$ cat src/rtl/arb_req_pkg.sv
// Shared constants and types for the three-channel arbiter request front end.
package arb_req_pkg;

  localparam int NUM_REQ         = 3;
  localparam int DEF_DW          = 8;
  localparam int DEF_DEPTH       = 4;
  localparam int DEF_GNT_TIMEOUT = 8;

  typedef logic [1:0] ch_id_t;

endpackage

$ cat src/rtl/arb_req_fifo.sv
// Per-channel FIFO with registered count; head entry is read combinationally.
module arb_req_fifo #(
  parameter int DW    = 8,
  parameter int DEPTH = 4
) (
  input  logic                   clk,
  input  logic                   resetn,
  input  logic                   push,
  input  logic                   pop,
  input  logic [DW-1:0]          wdata,
  output logic [DW-1:0]          rdata,
  output logic [$clog2(DEPTH):0] count,
  output logic                   full,
  output logic                   empty
);

  localparam int AW = $clog2(DEPTH);
  localparam int CW = AW + 1;

  logic [DW-1:0] mem [DEPTH];
  logic [AW-1:0] wptr;
  logic [AW-1:0] rptr;
  logic          do_push;
  logic          do_pop;

  assign full    = (count == CW'(DEPTH));
  assign empty   = (count == '0);
  assign do_push = push && !full;
  assign do_pop  = pop && !empty;
  assign rdata   = mem[rptr];

  // Storage carries no reset; validity is tracked by count alone.
  always_ff @(posedge clk) begin
    if (do_push) mem[wptr] <= wdata;
  end

  always_ff @(posedge clk or negedge resetn) begin
    if (!resetn) begin
      wptr  <= '0;
      rptr  <= '0;
      count <= '0;
    end else begin
      if (do_push) wptr <= wptr + AW'(1);
      if (do_pop)  rptr <= rptr + AW'(1);
      unique case ({do_push, do_pop})
        2'b10:   count <= count + CW'(1);
        2'b01:   count <= count - CW'(1);
        default: count <= count;
      endcase
    end
  end

endmodule

$ cat src/rtl/arb_req_front.sv
// Buffers three request channels in front of an external round-robin arbiter.
// Optional grant watchdog: define ARB_REQ_TIMEOUT_EN.
module arb_req_front
  import arb_req_pkg::*;
#(
  parameter int DW          = DEF_DW,
  parameter int DEPTH       = DEF_DEPTH,
  parameter int GNT_TIMEOUT = DEF_GNT_TIMEOUT
) (
  input  logic            clk,
  input  logic            resetn,
  input  logic [2:0]      in_valid,
  input  logic [3*DW-1:0] in_data,
  output logic [2:0]      in_ready,
  output logic            req1,
  output logic            req2,
  output logic            req3,
  input  logic            gnt1,
  input  logic            gnt2,
  input  logic            gnt3,
  output logic            out_valid,
  output logic [1:0]      out_id,
  output logic [DW-1:0]   out_data,
  output logic            proto_err,
  output logic [2:0]      timeout_err
);

  localparam int CW = $clog2(DEPTH) + 1;

  if (DEPTH < 2 || (DEPTH & (DEPTH - 1)) != 0 || GNT_TIMEOUT < 1) begin : g_bad_param
    $error("arb_req_front: illegal DEPTH or GNT_TIMEOUT");
  end

  logic [NUM_REQ-1:0] gnt;
  logic [NUM_REQ-1:0] req;
  logic [NUM_REQ-1:0] full;
  logic [NUM_REQ-1:0] empty;
  logic [NUM_REQ-1:0] push;
  logic [NUM_REQ-1:0] pop;
  logic [CW-1:0]      cnt  [NUM_REQ];
  logic [DW-1:0]      head [NUM_REQ];
  logic               legal;
  logic               bad;
  ch_id_t             sel_id;
  logic [DW-1:0]      sel_data;

  assign gnt      = {gnt3, gnt2, gnt1};
  assign req      = ~empty;
  assign in_ready = ~full;
  assign push     = in_valid & in_ready;
  assign {req3, req2, req1} = req;

  for (genvar k = 0; k < NUM_REQ; k++) begin : g_ch
    arb_req_fifo #(
      .DW    (DW),
      .DEPTH (DEPTH)
    ) u_fifo (
      .clk    (clk),
      .resetn (resetn),
      .push   (push[k]),
      .pop    (pop[k]),
      .wdata  (in_data[k*DW +: DW]),
      .rdata  (head[k]),
      .count  (cnt[k]),
      .full   (full[k]),
      .empty  (empty[k])
    );

    always_ff @(posedge clk) begin
      if (resetn) assert (cnt[k] <= CW'(DEPTH));
    end
  end

  // Only a lone grant aimed at a requesting channel may pop.
  always_comb begin
    legal = $onehot(gnt) && |(gnt & req);
    bad   = |gnt && !legal;
    pop   = legal ? gnt : '0;
  end

  always_comb begin
    sel_id   = '0;
    sel_data = '0;
    unique case (1'b1)
      pop[0]: begin sel_id = 2'd1; sel_data = head[0]; end
      pop[1]: begin sel_id = 2'd2; sel_data = head[1]; end
      pop[2]: begin sel_id = 2'd3; sel_data = head[2]; end
      default: ;
    endcase
  end

  always_ff @(posedge clk or negedge resetn) begin
    if (!resetn) begin
      out_valid <= 1'b0;
      out_id    <= '0;
      out_data  <= '0;
      proto_err <= 1'b0;
    end else begin
      out_valid <= |pop;
      out_id    <= sel_id;
      if (|pop) out_data <= sel_data;
      if (bad)  proto_err <= 1'b1;
    end
  end

`ifdef ARB_REQ_TIMEOUT_EN
  localparam int TW = $clog2(GNT_TIMEOUT + 1);

  logic [TW-1:0]      tcnt [NUM_REQ];
  logic [NUM_REQ-1:0] terr;

  always_ff @(posedge clk or negedge resetn) begin
    if (!resetn) begin
      for (int k = 0; k < NUM_REQ; k++) tcnt[k] <= '0;
      terr <= '0;
    end else begin
      for (int k = 0; k < NUM_REQ; k++) begin
        if (req[k] && !gnt[k]) begin
          if (tcnt[k] != TW'(GNT_TIMEOUT)) tcnt[k] <= tcnt[k] + TW'(1);
          if (tcnt[k] == TW'(GNT_TIMEOUT - 1)) terr[k] <= 1'b1;
        end else begin
          tcnt[k] <= '0;
        end
      end
    end
  end

  assign timeout_err = terr;
`else
  assign timeout_err = 3'b000;
`endif

endmodule

$ cat config.mk
export PLATFORM = sky130hd
export DESIGN_NAME = arb_req_front
export DESIGN_NICKNAME = d
export VERILOG_FILES = /design/src/rtl/arb_req_pkg.sv /design/src/rtl/arb_req_fifo.sv /design/src/rtl/arb_req_front.sv
export SDC_FILE = /design/constraint.sdc
export NUM_CORES = 1
export LEC_CHECK = 0
export ABC_AREA = 1
export CAP_MARGIN = 20
export CORE_ASPECT_RATIO = 1.75
export CORE_MARGIN = 4
export CORE_UTILIZATION = 62
export DETAILED_ROUTE_END_ITERATION = 10
export GPL_TIMING_DRIVEN = 0
export PLACE_DENSITY = 0.85
export SLEW_MARGIN = 20
export SYNTH_ARGS = -nofsm -noshare
export SYNTH_HDL_FRONTEND = slang
export SYNTH_SLANG_ARGS = --single-unit
export TNS_END_PERCENT = 1
$ cat constraint.sdc
create_clock -name clk -period 5.6 [get_ports clk]
set_input_delay 1.4 -clock clk [delete_from_list [all_inputs] [get_ports clk]]
set_output_delay 1.4 -clock clk [all_outputs]
set_load 0.005 [all_outputs]
# After elaboration in Yosys (flattened, before gate mapping)

Memories as Yosys holds them, arrays and structs flattened.
Index checks and enable logic that the tools add are counted.
W data, S select, Z words.

Output and inout bits: 21
Memories: 3
Bits in registers: 33
Bits in writable memories: 96

Reductions and logical operators: 24
Add/sub/neg operators: 14
Bitwise gates (word level): 4
Muxes and demuxes: 12
Eq/ne operators: 10

Memory list:

| memory             | words | width | rd ports | clocked after Yosys merged registers in | wr ports | RTL line           | text |
|---|---|---|---|---|---|---|---|
| g_ch[0].u_fifo.mem | 4     | 8     | 1        | 0                                       | 1        | arb_req_fifo.sv:20 | `logic [DW-1:0] mem [DEPTH];` |
| g_ch[1].u_fifo.mem | 4     | 8     | 1        | 0                                       | 1        | arb_req_fifo.sv:20 |  |
| g_ch[2].u_fifo.mem | 4     | 8     | 1        | 0                                       | 1        | arb_req_fifo.sv:20 |  |

Operator list:

| cell                  | count |
|---|---|
| $pmux W8 S3           | 1 |
| $pmux W3 S2           | 3 |
| $add A2 B1 Y2 const B | 6 |
| $add A3 B1 Y3 const B | 3 |
| $eq A3 B3 Y1 const B  | 3 |
| $logic_not A3 Y1      | 3 |
| $reduce_or A3 Y1      | 3 |
| $sub A3 B1 Y3 const B | 3 |
| $eq A2 B1 Y1 const B  | 4 |
| $logic_and A1 B1 Y1   | 8 |
| $logic_not A1 Y1      | 7 |
| $and A3 B3 Y3         | 2 |
| $eq A2 B2 Y1 const B  | 3 |
| $mux W1               | 6 |
| $not A3 Y3            | 2 |
| $pmux W2 S3           | 1 |
| $reduce_bool A2 Y1    | 3 |
| $mux W3               | 1 |
| $add A1 B1 Y2         | 1 |
| $add A2 B1 Y2         | 1 |

# Depth between registers and ports, before layout

Depth in word-level cells: 9
Depth in mapped cells: 14

# Hierarchy

From an unflattened synthesis, not the netlist that was laid out.

Cell total of the unflattened synthesis: 559
Area total of the unflattened synthesis: 6118.4 um^2

By module, submodules not included:

| module                             | instances | area each (um^2) | cells an instance | sequential area each (um^2) |
|---|---|---|---|---|
| arb_req_fifo at g_ch[1].u_fifo ... | 2         | 1751.7           | 154               | 1136.1 |
| arb_req_fifo at g_ch[0].u_fifo     | 1         | 1741.7           | 154               | 1136.1 |
| arb_req_front                      | 1         | 873.3            | 97                | 300.3 |

# Least setup slack after synthesis

OpenSTA, ideal clock, no wires.

Path kind: input-to-reg
Start: input port gnt3
End: register g_ch[2].u_fifo.count[2]
Stages on the path: 13
Setup slack: 1.791 ns
Path buffers: 2
Data arrival time: 3.679 ns
Cells stage by stage: clkbuf_1 inv_1 fa_1 nor2_1 buf_6 nand2_4 nor2_2 ha_1 inv_1 fa_1 a21oi_1 o21ai_0 xor2_1

Longest elaborated chain between the ends: 7

Ends and longest elaborated chain:

| item                                                                        | RTL line            | text |
|---|---|---|
| start: declaration                                                          | arb_req_front.sv:20 | `input logic gnt3,` |
| $add A2 B1 Y2 (implied by the code) / $and A3 B3 Y3 (equally long branches) | arb_req_front.sv:76 | `legal = $onehot(gnt) && \|(gnt & req);` |
| $eq A2 B1 Y1 / $reduce_or A3 Y1 (equally long branches)                     | arb_req_front.sv:76 |  |
| $logic_and A1 B1 Y1                                                         | arb_req_front.sv:76 |  |
| $mux W3 *                                                                   | arb_req_front.sv:78 | `pop = legal ? gnt : '0;` |
| $logic_and A1 B1 Y1 *                                                       | arb_req_fifo.sv:29  | `assign do_pop = pop && !empty;` |
| net g_ch[2].u_fifo.do_pop                                                   | arb_req_fifo.sv:24  | `logic do_pop;` |
| $eq A2 B1 Y1 / $eq A2 B2 Y1 (equally long branches)                         | arb_req_fifo.sv:45  | `unique case ({do_push, do_pop})` |
| $pmux W3 S2 / $reduce_bool A2 Y1 (equally long branches)                    | n/a                 |  |
| end signal: assignment                                                      | arb_req_fifo.sv:46  | `2'b10: count <= count + CW'(1);` |
| end signal: assignment                                                      | arb_req_fifo.sv:47  | `2'b01: count <= count - CW'(1);` |
| end signal: assignment                                                      | arb_req_fifo.sv:48  | `default: count <= count;` |
| end: declaration                                                            | arb_req_fifo.sv:12  | `output logic [$clog2(DEPTH):0] count,` |

The timed path passes the listed nets; every way through them passes the cells marked *.
A chain may end at the register's enable or synchronous reset.

# Final worst setup path

Ends and elaborated chain as after synthesis.

==> results by stage <==
Pwr:
- The clock network accounts for 29.3% of the total power.
- The power density over the cells is 520 mW/mm².
- The internal cell power is 0.00238 W.
- Summed over all nets, the switching power comes to 0.00126 W.
- The combinational share of power is 31.8%.
- Net switching is 34.6% of the power.
- For this design the static power due to leakage is 2.93 nW.
- The fraction of power consumed by sequential logic is 38.9%.
- The peak supply drop is 0.343 mV.

Setup path:
- The worst setup path is launched from a primary input.
- The critical path is of the primary input to flop type.
- The maximum fanout along the worst path is 10.
- The critical path arrival is 4620 ps.
- Setup slack on the worst reg-to-reg path comes out at 3310 ps.
- STA classifies the critical path endpoint as a flop.
- STA puts the critical path data required time at 5890 ps.

Placement:
- Input and output buffers added on the ports amount to 49.
- After legalization and detailed placement, the total HPWL measured 8490 µm.
- At the end of routability-driven placement, the weighted congestion stood at 0.897.
- In this run the cell area measured after placement is 0.00641 mm².
- The number of cells after detailed placement is 695.

STA:
- The sum of negative setup slack is 0 ps.
- The transition time at the pin with the least slew margin is 850 ps.
- The final count of negative-setup-slack endpoints is 0.
- Setup repair after global routing left no endpoint under its margin.
- The final critical path takes up 77.4% of the cycle.
- The count of pins over their slew limit is 0.
- The post-route minimum period is 4330 ps.
- The number of hold-slack violations in the final timing report came to 0.
- The worst relative slew slack is 43.1%.
- The upper clock frequency limit is 0.231 GHz.
- The maximum clock skew at final layout is 6.45 ps.

Clock tree:
- The tree is rooted in a sky130_fd_sc_hd__clkbuf_16.
- The clock passes through at most 2 buffers.
- The TritonCTS clock tree is yes.
- The H-tree generated during clock tree synthesis spans 4 levels.
- The post-cts repair resize count is 0.
- For the worst-skew pair, the clock arrives at the later sink with an insertion delay of 420 ps.
- Clock-pin slew was measured on the worst setup and hold paths at 60 ps.
- The total clock buffers created by CTS is 17.
- Hold repair after CTS inserted 0 buffers.
- The count of buffers added by post-CTS timing repair for setup is 0.
- The total number of clock tree sinks is 129.

Route:
- The average wire per standard cell is 16.6 µm.
- The first TritonRoute pass finished after 5 iterations.
- The iteration-0 DRC count of the detailed router is 276.
- Wires add up to 12100 µm.
- The total number of vias is 3922.
- In the routed layout, each cell is associated on average with a via count of 5.39.
- The post-route antenna net violation count is 0.
- In the routed design, unresolved DRC markers number 0.

Min path:
- The type of the tightest min-delay check is flop to flop.

Layout:
- The layout-stage area growth over the synthesis result is 21.9%.
- The antenna cell count is 0.
- The filler-free cell count of the finished design is 727.
- The final cell area excluding filler cells is 0.00699 mm².
- Cells with a size suffix above 1 make up 11.2% of the layout.
- The final layout contains 645 nets.
- The filler cell count in the final layout is 551.

Logic synthesis:
- The number of warnings reported in the yosys synthesis log is 0.
- Ranked by total cell area, the synthesized netlist is headed by sky130_fd_sc_hd__edfxtp_1, sky130_fd_sc_hd__dfrtp_1, sky130_fd_sc_hd__inv_1, sky130_fd_sc_hd__nand2_1, sky130_fd_sc_hd__o21ai_0.
- After synthesis, the mean cell area works out to 11.0 µm².
- Summing every instance area after synthesis gives 0.00574 mm².
- The count of state elements after synthesis is 129.
- The share of the Yosys chip area taken by registers is 64.6%.
- After synthesis, the netlist uses 28 different library cells.
- The largest area contributor in the netlist is sky130_fd_sc_hd__edfxtp_1.
- The synthesized instance count is 523.
- The fraction of synthesized cell area taken by the top area cell type is 50.2%.

Die:
- From bottom edge to top edge, the die measures 135 µm.
- For this configuration, the core starts out at a cell density of 63.5%.
- In this run the core area contains 46 standard-cell rows.
- The area of the die is 0.0109 mm².
- The total area inside the core boundary comes to 0.00904 mm².
- The I/O pin total is 53.
- The die extent in x is 80.7 µm.

Global route:
- The number of global-route vias before repair came to 4066.
- The overall fraction of global-route tracks in use is 24.4%.
- The wire length of the first global-routing pass is 19500 µm.
- The maximum number of pins on one net before global-route repair is 19.
- Global routing finished with a remaining overflow of 0.
- The number of antenna violations at the first check in global routing is 0.

Run:
- The number of max-cap violations is 0.

Status:
- The flow ran to the end, and the final reports show no timing, DRC or antenna violations.
[worst max-delay path, stage by stage]
cell and delay (ps):
sky130_fd_sc_hd__clkdlybuf4s50_1 550, sky130_fd_sc_hd__clkbuf_1 350, sky130_fd_sc_hd__inv_1 150, sky130_fd_sc_hd__fa_1 460
sky130_fd_sc_hd__nor2_1 180, sky130_fd_sc_hd__buf_6 170, sky130_fd_sc_hd__nand2_4 70, sky130_fd_sc_hd__nor2_2 190
sky130_fd_sc_hd__ha_1 180, sky130_fd_sc_hd__inv_1 70, sky130_fd_sc_hd__fa_1 380, sky130_fd_sc_hd__a21oi_1 160
sky130_fd_sc_hd__o21ai_0 130, sky130_fd_sc_hd__xor2_1 160
[stage by stage]
step | power (W) | hold slack, ps | util, % | setup WS [ps]
finish | 0.00364 | 496 | 77.4 | 1270
global route | 0.00386 | 511 | 77.4 | 1100
CTS | 0.00365 | 497 | 77.4 | 1330
detailed placement | 0.00256 | 481 | 70.9 | 884
global placement | 0.00248 | 475 | 70.7 | 959
floorplan | 0.00214 | 466 | - | 1790
[cell type report]
type                            count  area [µm²]  area share, %
Tap cell                          120         150           2.15
Timing Repair Buffer               50         513           7.33
Multi-Input combinational cell    294        1610           23.0
Buffer                             21         128           1.82
Clock inverter                     15         160           2.29
Clock buffer                       17         425           6.08
Sequential cell                   129        3710           53.0
Inverter                           81         304           4.35
[kinds of logic (layout without fill, tap and decap cells)]
logic type / Yosys count / in the layout / synth area share [%]
fa+ha+maj: 19 / 19 / 4.67
flops: 129 / 129 / 64.6
simple gates: 197 / 197 / 15.6
buf+inv: 102 / 184 / 7.52
other cells: 1 / 3 / 0.0654
compound gates: 63 / 63 / 5.71
xor+xnor: 12 / 12 / 1.83
[placed cells by master (no fill, tap or decap), types with 15 or more instances in the layout]
cell type,n
sky130_fd_sc_hd__edfxtp_1,96
sky130_fd_sc_hd__inv_1,78
sky130_fd_sc_hd__nand2_1,76
sky130_fd_sc_hd__nor2_1,59
sky130_fd_sc_hd__clkdlybuf4s50_1,48
sky130_fd_sc_hd__o21ai_0,46
sky130_fd_sc_hd__nand3_1,35
sky130_fd_sc_hd__dfrtp_1,33
sky130_fd_sc_hd__clkbuf_16,17
sky130_fd_sc_hd__ha_1,15
[power by group through the flow]
stage | Clock, W | Combinational [W] | Sequential (W)
2_1_floorplan | 0 | 0.000743 | 0.00139
3_3_place_gp | 0 | 0.00107 | 0.00141
3_5_place_dp | 0 | 0.00114 | 0.00143
4_1_cts | 0.00108 | 0.00116 | 0.00141
5_1_grt | 0.00112 | 0.00131 | 0.00143
6_report | 0.00107 | 0.00116 | 0.00141
[worst paths after layout]
check | startpoint | endpoint | cells past startpoint
worst max-delay path | gnt3 | g_ch[2].u_fifo.count[2]$_DFFE_PN0P_ | 14
worst min-delay path | proto_err$_DFFE_PN0P_ | proto_err$_DFFE_PN0P_ | 1
worst max register to register | g_ch[2].u_fifo.count[0]$_DFFE_PN0P_ | g_ch[2].u_fifo.count[2]$_DFFE_PN0P_ | 12
worst min register to register | proto_err$_DFFE_PN0P_ | proto_err$_DFFE_PN0P_ | 1
max in group asynchronous | resetn | g_ch[0].u_fifo.count[2]$_DFFE_PN0P_ | 2
min in group asynchronous | resetn | g_ch[1].u_fifo.wptr[0]$_DFFE_PN0P_ | 1
[cells in the mapped netlist]
library cell and number:
sky130_fd_sc_hd__dfrtp_1 33, sky130_fd_sc_hd__o21bai_1 1, sky130_fd_sc_hd__nand3_4 1, sky130_fd_sc_hd__nor2_4 1
sky130_fd_sc_hd__buf_4 3, sky130_fd_sc_hd__o21ai_0 46, sky130_fd_sc_hd__nand4_1 12, sky130_fd_sc_hd__nand3_2 2
sky130_fd_sc_hd__ha_1 15, sky130_fd_sc_hd__xnor2_1 3, sky130_fd_sc_hd__buf_2 12, sky130_fd_sc_hd__nand2_4 4
sky130_fd_sc_hd__nand3_1 35, sky130_fd_sc_hd__o22ai_1 8, sky130_fd_sc_hd__xor2_1 9, sky130_fd_sc_hd__a21oi_1 8
sky130_fd_sc_hd__conb_1 1, sky130_fd_sc_hd__nor3_1 1, sky130_fd_sc_hd__edfxtp_1 96, sky130_fd_sc_hd__inv_1 78
sky130_fd_sc_hd__nand2_1 76, sky130_fd_sc_hd__fa_1 4, sky130_fd_sc_hd__nor2_1 59, sky130_fd_sc_hd__buf_6 3
sky130_fd_sc_hd__nand2_2 3, sky130_fd_sc_hd__clkbuf_1 3, sky130_fd_sc_hd__nor2_2 3, sky130_fd_sc_hd__inv_2 3
[per-layer routing]
metal	part of all wire (%)	track usage [%]	vias to the layer above
met5	0	0	-
met4	4.1	12.9	0
met3	5.4	6.92	38
met2	55	44.5	149
met1	36	24.4	1864
li1	-	-	1871
[registers in the layout, summed over array words and instances (netlist names)]
register	cells
out_valid	1
g_ch.u_fifo.count	9
g_ch.u_fifo.rptr	6
out_id	2
proto_err	1
g_ch.u_fifo.wptr	6
g_ch.u_fifo.mem	96
out_data	8
Note: power is estimated with default switching activity, not from simulation.
